### config.mk
export PLATFORM = sky130hd
export DESIGN_NAME = fpnew_divsqrt_th_32_wb_ctrl
export DESIGN_NICKNAME = d
export VERILOG_FILES = /design/src/rtl/fpnew_divsqrt_th_32_pkg.sv /design/src/rtl/fpnew_divsqrt_th_32_wb_ctrl.sv
export SDC_FILE = /design/constraint.sdc
export NUM_CORES = 1
export LEC_CHECK = 0
export ABC_AREA = 1
export CAP_MARGIN = 20
export CORE_UTILIZATION = 65
export DETAILED_ROUTE_END_ITERATION = 10
export DONT_BUFFER_PORTS = 1
export PLACE_DENSITY = 0.82
export SETUP_SLACK_MARGIN = 0.2
export SYNTH_ARGS = -nofsm -noshare
export SYNTH_HDL_FRONTEND = slang
export SYNTH_SLANG_ARGS = --single-unit
### constraint.sdc
create_clock -name clk_i -period 1.95 [get_ports clk_i]
set_input_delay 0.2925 -clock clk_i [delete_from_list [all_inputs] [get_ports clk_i]]
set_output_delay 0.2925 -clock clk_i [all_outputs]
set_load 0.02 [all_outputs]
### src/rtl/fpnew_divsqrt_th_32_pkg.sv
// Shared types for the T-Head 32-bit div/sqrt writeback controller.
package fpnew_divsqrt_th_32_pkg;

    localparam int unsigned NUM_FLAGS = 5;

    typedef enum logic [1:0] {
        IDLE = 2'd0,
        BUSY = 2'd1,
        HOLD = 2'd2,
        KILL = 2'd3
    } state_e;

    typedef struct packed {
        logic nv;
        logic dz;
        logic of;
        logic uf;
        logic nx;
    } status_t;

endpackage

### src/rtl/fpnew_divsqrt_th_32_wb_ctrl.sv
// Issue/writeback controller around the T-Head div/sqrt core: strobes start,
// captures the single-cycle writeback and holds it until the FPU drains it.
module fpnew_divsqrt_th_32_wb_ctrl
    import fpnew_divsqrt_th_32_pkg::*;
#(
    parameter int unsigned TAG_WIDTH = 1,
    parameter int unsigned CNT_WIDTH = 6
) (
    input  logic                 clk_i,
    input  logic                 rst_ni,
    input  logic                 in_valid_i,
    output logic                 in_ready_o,
    input  logic [TAG_WIDTH-1:0] in_tag_i,
    input  logic                 flush_i,
    output logic                 start_o,
    output logic                 unit_ready_o,
    input  logic                 res_valid_i,
    input  logic [31:0]          res_data_i,
    input  logic [NUM_FLAGS-1:0] res_status_i,
    output logic                 out_valid_o,
    input  logic                 out_ready_i,
    output logic [31:0]          result_o,
    output logic [NUM_FLAGS-1:0] status_o,
    output logic [TAG_WIDTH-1:0] tag_o,
    output logic                 busy_o,
    output logic [CNT_WIDTH-1:0] lat_o,
    output logic                 err_o
);

    state_e                 state_q, state_d;
    logic [31:0]            result_q, result_d;
    status_t                status_q, status_d;
    logic [TAG_WIDTH-1:0]   tag_q, tag_d;
    logic [CNT_WIDTH-1:0]   cnt_q, cnt_d;
    logic [CNT_WIDTH-1:0]   lat_q, lat_d;
    logic                   err_q, err_d;
    logic                   unit_ready_q, unit_ready_d;
    logic [CNT_WIDTH-1:0]   cnt_sat_inc;
    logic                   in_ready;
    logic                   start;

    // Valid/ready: an op is accepted when in_valid_i && in_ready_o in the same
    // cycle; a held result is consumed when out_valid_o && out_ready_i.
    assign in_ready = !flush_i && ((state_q == IDLE) || ((state_q == HOLD) && out_ready_i));
    assign start    = in_valid_i && in_ready;

    assign cnt_sat_inc = (cnt_q == {CNT_WIDTH{1'b1}}) ? cnt_q : cnt_q + CNT_WIDTH'(1);

    always_comb begin
        state_d  = state_q;
        result_d = result_q;
        status_d = status_q;
        tag_d    = tag_q;
        cnt_d    = cnt_q;
        lat_d    = lat_q;
        err_d    = err_q;

        // Writebacks while no op is in the core, or racing a new start, are protocol errors.
        if (res_valid_i && ((state_q == IDLE) || (state_q == HOLD) || start)) begin
            err_d = 1'b1;
        end

        unique case (state_q)
            IDLE: begin
                if (start) begin
                    state_d = BUSY;
                    tag_d   = in_tag_i;
                    cnt_d   = '0;
                end
            end
            BUSY: begin
                cnt_d = cnt_sat_inc;
                if (flush_i) begin
                    state_d = res_valid_i ? IDLE : KILL;
                end else if (res_valid_i) begin
                    state_d  = HOLD;
                    result_d = res_data_i;
                    status_d = status_t'(res_status_i);
                    lat_d    = cnt_sat_inc;
                end
            end
            HOLD: begin
                if (flush_i) begin
                    state_d = IDLE;
                end else if (out_ready_i) begin
                    if (start) begin
                        state_d = BUSY;
                        tag_d   = in_tag_i;
                        cnt_d   = '0;
                    end else begin
                        state_d = IDLE;
                    end
                end
            end
            KILL: begin
                if (res_valid_i) begin
                    state_d = IDLE;
                end
            end
            default: state_d = IDLE;
        endcase

        unit_ready_d = (state_d == IDLE) || (state_d == HOLD);
    end

    always_ff @(posedge clk_i or negedge rst_ni) begin
        if (!rst_ni) begin
            state_q      <= IDLE;
            result_q     <= '0;
            status_q     <= '0;
            tag_q        <= '0;
            cnt_q        <= '0;
            lat_q        <= '0;
            err_q        <= 1'b0;
            unit_ready_q <= 1'b1;
        end else begin
            state_q      <= state_d;
            result_q     <= result_d;
            status_q     <= status_d;
            tag_q        <= tag_d;
            cnt_q        <= cnt_d;
            lat_q        <= lat_d;
            err_q        <= err_d;
            unit_ready_q <= unit_ready_d;
        end
    end

    assign in_ready_o   = in_ready;
    assign start_o      = start;
    assign unit_ready_o = unit_ready_q;
    assign out_valid_o  = (state_q == HOLD);
    assign result_o     = result_q;
    assign status_o     = status_q;
    assign tag_o        = tag_q;
    assign busy_o       = (state_q != IDLE);
    assign lat_o        = lat_q;
    assign err_o        = err_q;

endmodule

==> flow_results.xml, run 1 <==
<?xml version="1.0" encoding="UTF-8"?>
<metrics>
  <group name="worst_setup_path">
    <metric name="crit_path_max_fanout" unit="">9</metric>
    <metric name="worstSetupStartpointType" unit="">flop</metric>
    <metric name="worstPathArrival" unit="ns">1.36</metric>
    <metric name="worst_ep_required_time" unit="ns">1.66</metric>
    <metric name="end_kind" unit="">primary output</metric>
    <metric name="category_of_the_critical_setup_timing_path" unit="">reg -&gt; out</metric>
  </group>
  <group name="timing">
    <metric name="finalCritPeriodShare" unit="">0.848</metric>
    <metric name="hold_violations" unit="">0</metric>
    <metric name="slew_headroom" unit="">0.555</metric>
    <metric name="final_critical_path_setup_slack" unit="ns">0.296</metric>
    <metric name="worstMarginPinSlew" unit="ns">0.667</metric>
    <metric name="timing.fmax" unit="MHz">605</metric>
    <metric name="clock_period_minus_final_worst_setup_slack" unit="ns">1.65</metric>
    <metric name="timing.final.max_slew_violations" unit="">0</metric>
    <metric name="setup_viol" unit="">0</metric>
    <metric name="final.setup.tns" unit="ns">0</metric>
    <metric name="grt_setup_unrepaired" unit="">no</metric>
    <metric name="final.setup_skew" unit="ns">0.0114</metric>
  </group>
  <group name="floorplanning">
    <metric name="floorplan.die.width" unit="um">60.6</metric>
    <metric name="core-area" unit="um2">3150</metric>
    <metric name="io_pins" unit="">94</metric>
    <metric name="die_height" unit="um">60.6</metric>
    <metric name="rows" unit="">20</metric>
    <metric name="start_util" unit="">0.708</metric>
    <metric name="design.die.area" unit="um2">3670</metric>
  </group>
  <group name="synthesis">
    <metric name="synth-edff-count" unit="">0</metric>
    <metric name="synthDistinctLibCells" unit="">15</metric>
    <metric name="yosys_register_bits" unit="">54</metric>
    <metric name="syn-cell-area" unit="um2">2230</metric>
    <metric name="synth_warnings" unit="">0</metric>
    <metric name="postSynth.asyncResetShare" unit="">1.00</metric>
    <metric name="postSynthCellCount" unit="">270</metric>
    <metric name="synthesis.nets" unit="">315</metric>
    <metric name="synth.yosys.seq_area_share" unit="">0.606</metric>
    <metric name="netlist.area_leader.share" unit="">0.594</metric>
    <metric name="yosysMostFrequentCell" unit="">sky130_fd_sc_hd__nand2_1</metric>
    <metric name="synthTopCellsByArea" unit="">sky130_fd_sc_hd__dfrtp_1, sky130_fd_sc_hd__nand2_1, sky130_fd_sc_hd__nand3_1</metric>
    <metric name="postSynth.topFlopCell" unit="">sky130_fd_sc_hd__dfrtp_1</metric>
    <metric name="yosys.area.top_type" unit="">sky130_fd_sc_hd__dfrtp_1</metric>
    <metric name="post_synth_most_frequent_cells" unit="">sky130_fd_sc_hd__nand2_1, sky130_fd_sc_hd__dfrtp_1, sky130_fd_sc_hd__nand3_1, sky130_fd_sc_hd__inv_1, sky130_fd_sc_hd__buf_2</metric>
    <metric name="synth_area_per_cell" unit="um2">8.27</metric>
  </group>
  <group name="route">
    <metric name="detailedRoute.firstIterationViolations" unit="">123</metric>
    <metric name="ant_nets" unit="">0</metric>
    <metric name="route.detailed.wl_per_inst" unit="um">13.2</metric>
    <metric name="route.detailed.vias_per_inst" unit="">5.28</metric>
    <metric name="vias" unit="">1690</metric>
    <metric name="drt-pass1-iter-count" unit="">4</metric>
    <metric name="remaining_drc_errors" unit="">0</metric>
    <metric name="detail_route.wirelength" unit="um">4240</metric>
  </group>
  <group name="status">
    <metric name="outcome" unit="">finished, final reports clean</metric>
  </group>
  <group name="global_routing">
    <metric name="grt_antenna_before_repair" unit="">0</metric>
    <metric name="wire_length_of_the_first_global_routing_pass" unit="um">6220</metric>
    <metric name="grt_use_total" unit="">0.233</metric>
    <metric name="total_congestion_overflow" unit="">0</metric>
    <metric name="first_global_vias" unit="">1476</metric>
    <metric name="grt_max_degree" unit="">55</metric>
  </group>
  <group name="final_layout">
    <metric name="final_layout_size_suffix_gt1_frac" unit="">0.0580</metric>
    <metric name="area_growth" unit="%">7.56</metric>
    <metric name="num-fill-cells" unit="">244</metric>
    <metric name="antenna_cells" unit="">0</metric>
    <metric name="final_nets" unit="">320</metric>
  </group>
  <group name="min_path">
    <metric name="hp_class" unit="">in -&gt; reg</metric>
  </group>
  <group name="placed_design">
    <metric name="place_hpwl" unit="um">2850</metric>
    <metric name="place_ws" unit="ns">0.464</metric>
    <metric name="globalplace.congestion" unit="">0.846</metric>
    <metric name="io_buffer_count" unit="">0</metric>
  </group>
  <group name="clock_tree">
    <metric name="post_cts.resized_instances" unit="">0</metric>
    <metric name="postCtsHoldBufs" unit="">2</metric>
    <metric name="cts_num_sinks" unit="">54</metric>
    <metric name="ctsLongestPathBuffers" unit="">2</metric>
    <metric name="h-tree-depth" unit="">2</metric>
    <metric name="cts_post_setup_buffers_inserted" unit="">0</metric>
    <metric name="tritoncts" unit="">done</metric>
    <metric name="cts_root_buffer" unit="">sky130_fd_sc_hd__clkbuf_4</metric>
    <metric name="clk_pin_slew_worst_paths" unit="ns">0.15</metric>
    <metric name="cts_made_buffers" unit="">5</metric>
    <metric name="worst_skew_pair.late_latency" unit="ns">0.36</metric>
  </group>
  <group name="power">
    <metric name="clkPwrFrac" unit="">0.183</metric>
    <metric name="intPower" unit="W">0.00195</metric>
    <metric name="switching_share" unit="">0.414</metric>
    <metric name="share_comb_of_total_power" unit="">0.158</metric>
    <metric name="irDropWorstVdd" unit="mV">0.751</metric>
    <metric name="p_seq_frac" unit="">0.659</metric>
    <metric name="power_per_cell_area" unit="nW/um2">1390</metric>
    <metric name="static-leakage-power" unit="nW">1.35</metric>
    <metric name="p_sw" unit="W">0.00138</metric>
  </group>
  <group name="job">
    <metric name="max-cap-violations" unit="">0</metric>
  </group>
</metrics>
worst max-delay path: stages (launching register included):
cell and delay (ns):
sky130_fd_sc_hd__dfrtp_1 0.44, sky130_fd_sc_hd__inv_1 0.12, sky130_fd_sc_hd__nand4_1 0.10, sky130_fd_sc_hd__buf_4 0.17, sky130_fd_sc_hd__inv_1 0.17
cell usage in the layout, fill, tap and decap left out:
cell / instances
sky130_fd_sc_hd__and3_1: 1
sky130_fd_sc_hd__buf_16: 1
sky130_fd_sc_hd__buf_4: 2
sky130_fd_sc_hd__bufinv_16: 1
sky130_fd_sc_hd__clkbuf_4: 5
sky130_fd_sc_hd__clkinv_2: 1
sky130_fd_sc_hd__dfrtp_1: 53
sky130_fd_sc_hd__dfstp_2: 1
sky130_fd_sc_hd__dlygate4sd3_1: 3
sky130_fd_sc_hd__ha_1: 1
sky130_fd_sc_hd__inv_1: 16
sky130_fd_sc_hd__inv_2: 2
sky130_fd_sc_hd__inv_6: 1
sky130_fd_sc_hd__nand2_1: 156
sky130_fd_sc_hd__nand2_2: 1
sky130_fd_sc_hd__nand3_1: 17
sky130_fd_sc_hd__nand4_1: 2
sky130_fd_sc_hd__nor2_1: 7
sky130_fd_sc_hd__nor3_4: 1
sky130_fd_sc_hd__o21ai_0: 3
sky130_fd_sc_hd__o21bai_1: 1
per-layer routing:
metal	GRT usage	routed length [um]	vias to the layer above
met5	0	0	-
met4	0.0747	19	0
met3	0.0768	382	2
met2	0.397	2030	72
met1	0.283	1810	779
li1	-	-	837
power groups by stage:
stage	Clock (W)	Sequential (W)	Combinational, W
after floorplan	0	0.00214	0.000418
after global placement	0	0.00221	0.000466
after detailed placement	0	0.00221	0.000503
after CTS	0.000629	0.00219	0.000533
after global routing	0.000665	0.00225	0.000626
final	0.000609	0.00220	0.000528
sequential cells by signal, indices dropped and copies added, names as in the netlist:
signal	cells
tag_o	1
err_o	1
status_o	5
state_q	2
result_o	32
cnt_q	6
unit_ready_o	1
lat_o	6
cell type report:
type                       count  area [um2]  share of cell area
clock buffer                   5        37.5              0.0156
tap                           44        55.1              0.0229
timing repair buffer           6        72.6              0.0302
sequential                    54        1350               0.563
clock inverter                 3        43.8              0.0182
inverter                      18        67.6              0.0281
multi-input combinational    190         773               0.322
final timing paths:
| check | from | end | slack [ns] | cells past startpoint |
|---|---|---|---|---|
| min in group asynchronous | rst_ni | result_o[3] | 0.43 | 2 |
| worst min register to register | state_q[0] | err_o | 0.54 | 1 |
| worst max register to register | state_q[1] | result_o[28] | 0.46 | 6 |
| max in group asynchronous | rst_ni | unit_ready_o | 1.23 | 2 |
| worst min-delay path | res_data_i[16] | result_o[16] | 0.03 | 2 |
| worst max-delay path | state_q[0] | start_o | 0.30 | 4 |
metrics by stage:
step	hold slack, ns	instance area, um2	instances	total power [W]	util
final	0.0285	2400	320	0.00333	0.762
after global routing	0.00809	2400	320	0.00354	0.762
after CTS	0.0136	2380	318	0.00336	0.756
after detailed placement	-0.00203	2260	308	0.00272	0.718
after global placement	-0.00218	2260	308	0.00267	0.718
after floorplan	-0.00309	2230	270	0.00255	-
cell families (layout without fill, tap and decap cells):
family                     Yosys count  count (layout)  share of synthesized area
buffers and inverters               26              32                     0.0482
AOI/OAI and AO/OA                    4               4                     0.0101
and+or+nand+nor                    185             185                      0.331
DFF                                 54              54                      0.606
adders and majority gates            1               1                    0.00560
Note: power is estimated with default switching activity, not from simulation.
==> inputs of run 2 (changes only) <==
--- a/config.mk
+++ b/config.mk
@@ -7,10 +7,10 @@
 export LEC_CHECK = 0
 export ABC_AREA = 1
 export CAP_MARGIN = 20
-export CORE_UTILIZATION = 65
+export CORE_UTILIZATION = 55
 export DETAILED_ROUTE_END_ITERATION = 10
 export DONT_BUFFER_PORTS = 1
-export PLACE_DENSITY = 0.82
+export PLACE_DENSITY = 0.74
 export SETUP_SLACK_MARGIN = 0.2
 export SYNTH_ARGS = -nofsm -noshare
 export SYNTH_HDL_FRONTEND = slang
==> constraint.sdc (replaced) <==
create_clock -name clk_i -period 1.35 [get_ports clk_i]
set_input_delay 0.2025 -clock clk_i [delete_from_list [all_inputs] [get_ports clk_i]]
set_output_delay 0.2025 -clock clk_i [all_outputs]
set_load 0.02 [all_outputs]
==> flow_results.xml, run 2 (synthesis gave the netlist of run 1 again) <==
<?xml version="1.0" encoding="UTF-8"?>
<metrics>
  <group name="worst_setup_path">
    <metric name="worstPathArrival" unit="ns">1.21</metric>
    <metric name="crit_path_max_fanout" unit="">3</metric>
    <metric name="worstSetupStartpointType" unit="">flop</metric>
    <metric name="end_kind" unit="">primary output</metric>
    <metric name="cp_slowest_stage_delay" unit="ns">0.42</metric>
    <metric name="crit_path_frequent_cell" unit="">sky130_fd_sc_hd__buf_6</metric>
    <metric name="worstPathCellList" unit="">buf_6, inv_4, nand4_1, buf_6, inv_6</metric>
    <metric name="worst_ep_required_time" unit="ns">1.15</metric>
    <metric name="category_of_the_critical_setup_timing_path" unit="">reg -&gt; out</metric>
    <metric name="critical-path-slowest-cell" unit="">sky130_fd_sc_hd__dfrtp_1</metric>
  </group>
  <group name="route">
    <metric name="route.detailed.wl_per_inst" unit="um">15.3</metric>
    <metric name="remaining_drc_errors" unit="">0</metric>
    <metric name="route.detailed.vias_per_inst" unit="">5.29</metric>
    <metric name="detailedRoute.firstIterationViolations" unit="">112</metric>
    <metric name="vias" unit="">1836</metric>
    <metric name="ant_nets" unit="">0</metric>
    <metric name="detail_route.wirelength" unit="um">5330</metric>
    <metric name="drt-pass1-iter-count" unit="">5</metric>
  </group>
  <group name="clock_tree">
    <metric name="ctsLongestPathBuffers" unit="">2</metric>
    <metric name="tritoncts" unit="">done</metric>
    <metric name="cts_num_sinks" unit="">54</metric>
    <metric name="worst_skew_pair.late_latency" unit="ns">0.31</metric>
    <metric name="clk_pin_slew_worst_paths" unit="ns">0.10</metric>
    <metric name="cts_root_buffer" unit="">sky130_fd_sc_hd__clkbuf_8</metric>
    <metric name="h-tree-depth" unit="">2</metric>
    <metric name="cts_made_buffers" unit="">5</metric>
  </group>
  <group name="floorplanning">
    <metric name="io_pins" unit="">94</metric>
    <metric name="core-area" unit="um2">3770</metric>
    <metric name="start_util" unit="">0.592</metric>
    <metric name="floorplan.die.width" unit="um">65.7</metric>
    <metric name="die_height" unit="um">65.7</metric>
    <metric name="rows" unit="">22</metric>
    <metric name="design.die.area" unit="um2">4320</metric>
  </group>
  <group name="global_routing">
    <metric name="grt_antenna_before_repair" unit="">0</metric>
    <metric name="first_global_vias" unit="">1654</metric>
    <metric name="wire_length_of_the_first_global_routing_pass" unit="um">8000</metric>
    <metric name="grt_use_total" unit="">0.252</metric>
    <metric name="grt_max_degree" unit="">55</metric>
    <metric name="total_congestion_overflow" unit="">0</metric>
  </group>
  <group name="power">
    <metric name="irDropWorstVdd" unit="mV">0.953</metric>
    <metric name="power_per_cell_area" unit="nW/um2">1870</metric>
    <metric name="static-leakage-power" unit="nW">1.50</metric>
  </group>
  <group name="final_layout">
    <metric name="area_growth" unit="%">24.9</metric>
    <metric name="num-fill-cells" unit="">277</metric>
    <metric name="final_layout_size_suffix_gt1_frac" unit="">0.161</metric>
    <metric name="antenna_cells" unit="">0</metric>
    <metric name="final_nets" unit="">343</metric>
    <metric name="largest_reg_flops" unit="">32</metric>
    <metric name="final-instance-count-excl-fill" unit="">347</metric>
    <metric name="fin_util" unit="">0.740</metric>
    <metric name="mostFrequentLayoutCells" unit="">sky130_fd_sc_hd__nand2_1, sky130_fd_sc_hd__dfrtp_1, sky130_fd_sc_hd__inv_1, sky130_fd_sc_hd__nand3_1, sky130_fd_sc_hd__buf_4</metric>
    <metric name="final_common_cell" unit="">sky130_fd_sc_hd__nand2_1</metric>
  </group>
  <group name="job">
    <metric name="max-cap-violations" unit="">0</metric>
  </group>
  <group name="timing">
    <metric name="fin_worst_hold_slack" unit="ns">-0.418</metric>
    <metric name="finalCritPeriodShare" unit="">1.05</metric>
    <metric name="final.setup_skew" unit="ns">0.0106</metric>
    <metric name="setup_viol" unit="">3</metric>
    <metric name="slew_headroom" unit="">0.824</metric>
    <metric name="timing.final.max_slew_violations" unit="">0</metric>
    <metric name="hold_violations" unit="">54</metric>
    <metric name="grt_setup_unrepaired" unit="">yes</metric>
    <metric name="worstMarginPinSlew" unit="ns">0.265</metric>
    <metric name="clock_period_minus_final_worst_setup_slack" unit="ns">1.41</metric>
    <metric name="final_critical_path_setup_slack" unit="ns">-0.0630</metric>
    <metric name="timing.fmax" unit="MHz">708</metric>
  </group>
  <group name="status">
    <metric name="violations" unit="">hold timing, setup timing</metric>
    <metric name="outcome" unit="">complete, but fails checks</metric>
  </group>
  <group name="placed_design">
    <metric name="post-place-cells" unit="">316</metric>
    <metric name="place_hpwl" unit="um">2850</metric>
    <metric name="globalplace.congestion" unit="">0.863</metric>
    <metric name="io_buffer_count" unit="">0</metric>
  </group>
  <group name="min_path">
    <metric name="hp_class" unit="">in -&gt; async</metric>
  </group>
</metrics>
-- run 2: per-stage QoR --
| step | power [W] | setup slack [ns] | TNS [ns] | area, um2 |
|---|---|---|---|---|
| 6_report | 0.00522 | -0.0630 | -0.103 | 2790 |
| 5_1_grt | 0.00552 | -0.104 | -0.304 | 2790 |
| 4_1_cts | 0.00518 | -0.0212 | -0.0212 | 2680 |
| 3_5_place_dp | 0.00398 | -0.0371 | -0.0654 | 2310 |
| 3_3_place_gp | 0.00393 | 0.0100 | 0 | 2310 |
| 2_1_floorplan | 0.00370 | 0.117 | 0 | 2240 |
-- run 2: path summary, 6_finish.rpt --
| check | to | cells after the start | startpoint | slack (ns) |
|---|---|---|---|---|
| worst max-delay path | start_o | 5 | state_q[0] | -0.06 |
| worst min-delay path | result_o[21] | 0 | rst_ni | -0.42 |
| worst max register to register | result_o[31] | 8 | state_q[0] | 0.02 |
| worst min register to register | cnt_q[5] | 2 | cnt_q[5] | 0.58 |
| max in group asynchronous | unit_ready_o | 0 | rst_ni | 1.57 |
| min in group clk_i | result_o[0] | 2 | res_data_i[0] | 0.01 |
-- run 2: final cells by class --
| class | instances | area, um2 | share of cell area |
|---|---|---|---|
| flip-flops and latches | 54 | 1350 | 0.485 |
| clock inverters | 2 | 37.5 | 0.0135 |
| repair buffers | 26 | 308 | 0.110 |
| clock buffers | 6 | 72.6 | 0.0260 |
| multi-input cells | 190 | 823 | 0.295 |
| repair inverters | 3 | 33.8 | 0.0121 |
| well taps | 48 | 60.1 | 0.0215 |
| inverters | 18 | 101 | 0.0363 |
-- run 2: timing repair --
action	in CTS	in global routing
gates resized for setup	28	6
hold endpoints to repair	55	59
endpoints found under the setup margin	55	57
hold buffers	1	5
pin swaps	2	1
gates cloned	3	2
setup buffers	11	1
-- run 2: power by group --
part | leakage (nW) | internal [W] | switching, W
Sequential | 0.681 | 0.00215 | 0.00100
Clock | 0.0514 | 0.000554 | 0.000508
Combinational | 0.771 | 0.000442 | 0.000560
Total | 1.50 | 0.00314 | 0.00207
-- run 2: critical path, delay by kind of cell, from the launching register on --
kind	cells	cell delay [ns]
simple gates	1	0.10
flops	1	0.42
buf+inv	4	0.40
-- run 2: routing by layer --
layer,GRT usage,vias to the layer above,part of all wire
li1,-,880,-
met1,0.324,855,0.40
met2,0.397,97,0.48
met3,0.0938,4,0.10
met4,0.0734,0,0.0071
met5,0,-,0
==> inputs of run 3 (changes only) <==
--- a/config.mk
+++ b/config.mk
@@ -7,6 +7,7 @@
 export LEC_CHECK = 0
 export ABC_AREA = 1
 export CAP_MARGIN = 20
+export CORE_MARGIN = 2
 export CORE_UTILIZATION = 55
 export DETAILED_ROUTE_END_ITERATION = 10
 export DONT_BUFFER_PORTS = 1
==> flow_results.xml, run 3 (synthesis gave the netlist of run 1 again) <==
<?xml version="1.0" encoding="UTF-8"?>
<metrics>
  <group name="clock_tree">
    <metric name="clk_pin_slew_worst_paths" unit="ns">0.10</metric>
    <metric name="ctsLongestPathBuffers" unit="">2</metric>
    <metric name="tritoncts" unit="">done</metric>
    <metric name="h-tree-depth" unit="">2</metric>
    <metric name="cts_num_sinks" unit="">54</metric>
    <metric name="cts_made_buffers" unit="">5</metric>
    <metric name="cts_root_buffer" unit="">sky130_fd_sc_hd__clkbuf_8</metric>
    <metric name="worst_skew_pair.late_latency" unit="ns">0.32</metric>
  </group>
  <group name="worst_setup_path">
    <metric name="cp_slowest_stage_delay" unit="ns">0.40</metric>
    <metric name="worstPathCellList" unit="">inv_1, nand4_1, buf_6, inv_6</metric>
    <metric name="end_kind" unit="">primary output</metric>
    <metric name="critical-path-slowest-cell" unit="">sky130_fd_sc_hd__dfrtp_1</metric>
    <metric name="worst_ep_required_time" unit="ns">1.15</metric>
    <metric name="crit_path_max_fanout" unit="">4</metric>
    <metric name="worstPathArrival" unit="ns">1.16</metric>
    <metric name="category_of_the_critical_setup_timing_path" unit="">reg -&gt; out</metric>
    <metric name="worstSetupStartpointType" unit="">flop</metric>
  </group>
  <group name="timing">
    <metric name="worstMarginPinSlew" unit="ns">0.272</metric>
    <metric name="hold_violations" unit="">55</metric>
    <metric name="timing.fmax" unit="MHz">732</metric>
    <metric name="grt_setup_unrepaired" unit="">yes</metric>
    <metric name="final.setup.tns" unit="ns">-0.0315</metric>
    <metric name="final.setup_skew" unit="ns">0.00897</metric>
    <metric name="fin_worst_hold_slack" unit="ns">-0.433</metric>
    <metric name="timing.final.max_slew_violations" unit="">0</metric>
    <metric name="setup_viol" unit="">3</metric>
    <metric name="slew_headroom" unit="">0.818</metric>
    <metric name="final_critical_path_setup_slack" unit="ns">-0.0153</metric>
    <metric name="finalCritPeriodShare" unit="">1.01</metric>
    <metric name="clock_period_minus_final_worst_setup_slack" unit="ns">1.37</metric>
  </group>
  <group name="route">
    <metric name="vias" unit="">1862</metric>
    <metric name="route.detailed.wl_per_inst" unit="um">15.0</metric>
    <metric name="detailedRoute.firstIterationViolations" unit="">118</metric>
    <metric name="drt-pass1-iter-count" unit="">4</metric>
    <metric name="ant_nets" unit="">0</metric>
    <metric name="detail_route.wirelength" unit="um">5420</metric>
    <metric name="route.detailed.vias_per_inst" unit="">5.14</metric>
    <metric name="remaining_drc_errors" unit="">0</metric>
  </group>
  <group name="power">
    <metric name="irDropWorstVdd" unit="mV">1.08</metric>
    <metric name="power_per_cell_area" unit="nW/um2">1740</metric>
    <metric name="static-leakage-power" unit="nW">1.60</metric>
    <metric name="p_sw" unit="W">0.00213</metric>
    <metric name="p_seq_frac" unit="">0.616</metric>
    <metric name="share_comb_of_total_power" unit="">0.198</metric>
    <metric name="intPower" unit="W">0.00306</metric>
    <metric name="switching_share" unit="">0.410</metric>
    <metric name="clkPwrFrac" unit="">0.186</metric>
  </group>
  <group name="floorplanning">
    <metric name="io_pins" unit="">94</metric>
    <metric name="start_util" unit="">0.566</metric>
    <metric name="design.die.area" unit="um2">4590</metric>
    <metric name="core-area" unit="um2">3940</metric>
    <metric name="floorplan.die.width" unit="um">67.7</metric>
    <metric name="rows" unit="">23</metric>
    <metric name="die_height" unit="um">67.7</metric>
  </group>
  <group name="final_layout">
    <metric name="area_growth" unit="%">33.6</metric>
    <metric name="final_layout_size_suffix_gt1_frac" unit="">0.189</metric>
    <metric name="multi_input_area" unit="um2">835</metric>
    <metric name="final-seq-area" unit="um2">1350</metric>
    <metric name="final_nets" unit="">356</metric>
    <metric name="mostFrequentLayoutCells" unit="">sky130_fd_sc_hd__nand2_1, sky130_fd_sc_hd__dfrtp_1, sky130_fd_sc_hd__dlygate4sd3_1, sky130_fd_sc_hd__inv_1, sky130_fd_sc_hd__nand3_1</metric>
    <metric name="final-instance-count-excl-fill" unit="">362</metric>
    <metric name="final_cell_area" unit="um2">2980</metric>
    <metric name="largest_reg_flops" unit="">32</metric>
    <metric name="antenna_cells" unit="">0</metric>
    <metric name="num-fill-cells" unit="">273</metric>
    <metric name="final_common_cell" unit="">sky130_fd_sc_hd__nand2_1</metric>
  </group>
  <group name="placed_design">
    <metric name="post-place-cells" unit="">320</metric>
    <metric name="io_buffer_count" unit="">0</metric>
    <metric name="dpl_cell_area" unit="um2">2340</metric>
    <metric name="globalplace.congestion" unit="">0.798</metric>
    <metric name="place_hpwl" unit="um">3020</metric>
  </group>
  <group name="global_routing">
    <metric name="grt_antenna_before_repair" unit="">0</metric>
    <metric name="global_route_hottest_layer" unit="">met2</metric>
    <metric name="met2_track_utilization_from_global_routing" unit="">0.406</metric>
    <metric name="grt_met1_usage" unit="">0.296</metric>
    <metric name="wire_length_of_the_first_global_routing_pass" unit="um">7910</metric>
    <metric name="total_congestion_overflow" unit="">0</metric>
    <metric name="first_global_vias" unit="">1706</metric>
    <metric name="grt_max_degree" unit="">55</metric>
    <metric name="groute.layer.met3.usage" unit="">0.0517</metric>
    <metric name="grt_use_total" unit="">0.241</metric>
  </group>
  <group name="status">
    <metric name="outcome" unit="">complete, but fails checks</metric>
    <metric name="violations" unit="">hold timing, setup timing</metric>
  </group>
  <group name="job">
    <metric name="max-cap-violations" unit="">0</metric>
  </group>
  <group name="min_path">
    <metric name="hp_class" unit="">in -&gt; async</metric>
  </group>
</metrics>
==> run 3: cell types whose count changed in the layout (fill, tap and decap cells not counted), sizes merged, moves of 2 or more <==
cell and delta:
buf +5, bufinv -2, clkinv +2, dlygate4sd3 +11
inv -2
==> run 3: power groups by stage <==
stage | combinational [W] | clock (W) | sequential [W]
after floorplan | 0.000610 | 0 | 0.00309
after global placement | 0.000732 | 0 | 0.00319
after detailed placement | 0.000772 | 0 | 0.00319
after CTS | 0.000976 | 0.000964 | 0.00318
after global routing | 0.00118 | 0.00107 | 0.00327
final | 0.00103 | 0.000965 | 0.00319
==> run 3: worst paths after layout <==
check                      startpoint      endpoint  slack (ns)  cells past startpoint
max                        state_q[0]       start_o       -0.02                      4
min                            rst_ni      lat_o[1]       -0.43                      0
max reg2reg                state_q[0]  result_o[24]       -0.01                      8
min reg2reg                  cnt_q[5]      cnt_q[5]        0.57                      2
max in group asynchronous      rst_ni  unit_ready_o        1.61                      0
min in group clk_i           in_tag_i         tag_o           0                      2
==> run 3: worst max-delay path: cells and delay by family, from the launching register on <==
family	cells	cell delay (ns)
DFF	1	0.40
and+or+nand+nor	1	0.12
buffers and inverters	3	0.33
==> run 3: metrics by stage <==
stage	setup slack, ns	total power (W)	util
after global placement	0.120	0.00392	0.593
final	-0.0153	0.00519	0.757
after global routing	-0.0877	0.00552	0.757
after floorplan	0.117	0.00370	-
after detailed placement	0.0735	0.00397	0.593
after CTS	0.0123	0.00512	0.723
==> run 3: final cells by class <==
class,instances,share of cell area
inverters,18,0.0252
repair buffers,42,0.187
clock buffers,6,0.0277
multi-input cells,190,0.280
clock inverters,2,0.00587
well taps,50,0.0210
flip-flops and latches,54,0.453
==> run 3: metal layers <==
metal,wire length (um),share of wire
met5,0,0
met4,76,0.014
met3,408,0.075
met2,2800,0.52
met1,2140,0.39
==> run 3: what timing repair did <==
item | in CTS | in global routing
hold buffers | 8 | 9
gates resized for setup | 35 | 5
cloned | 5 | 0
buffers inserted | 9 | 3
endpoints found under the hold margin | 62 | 63
pin swaps | 12 | 0
setup endpoints to repair | 53 | 57
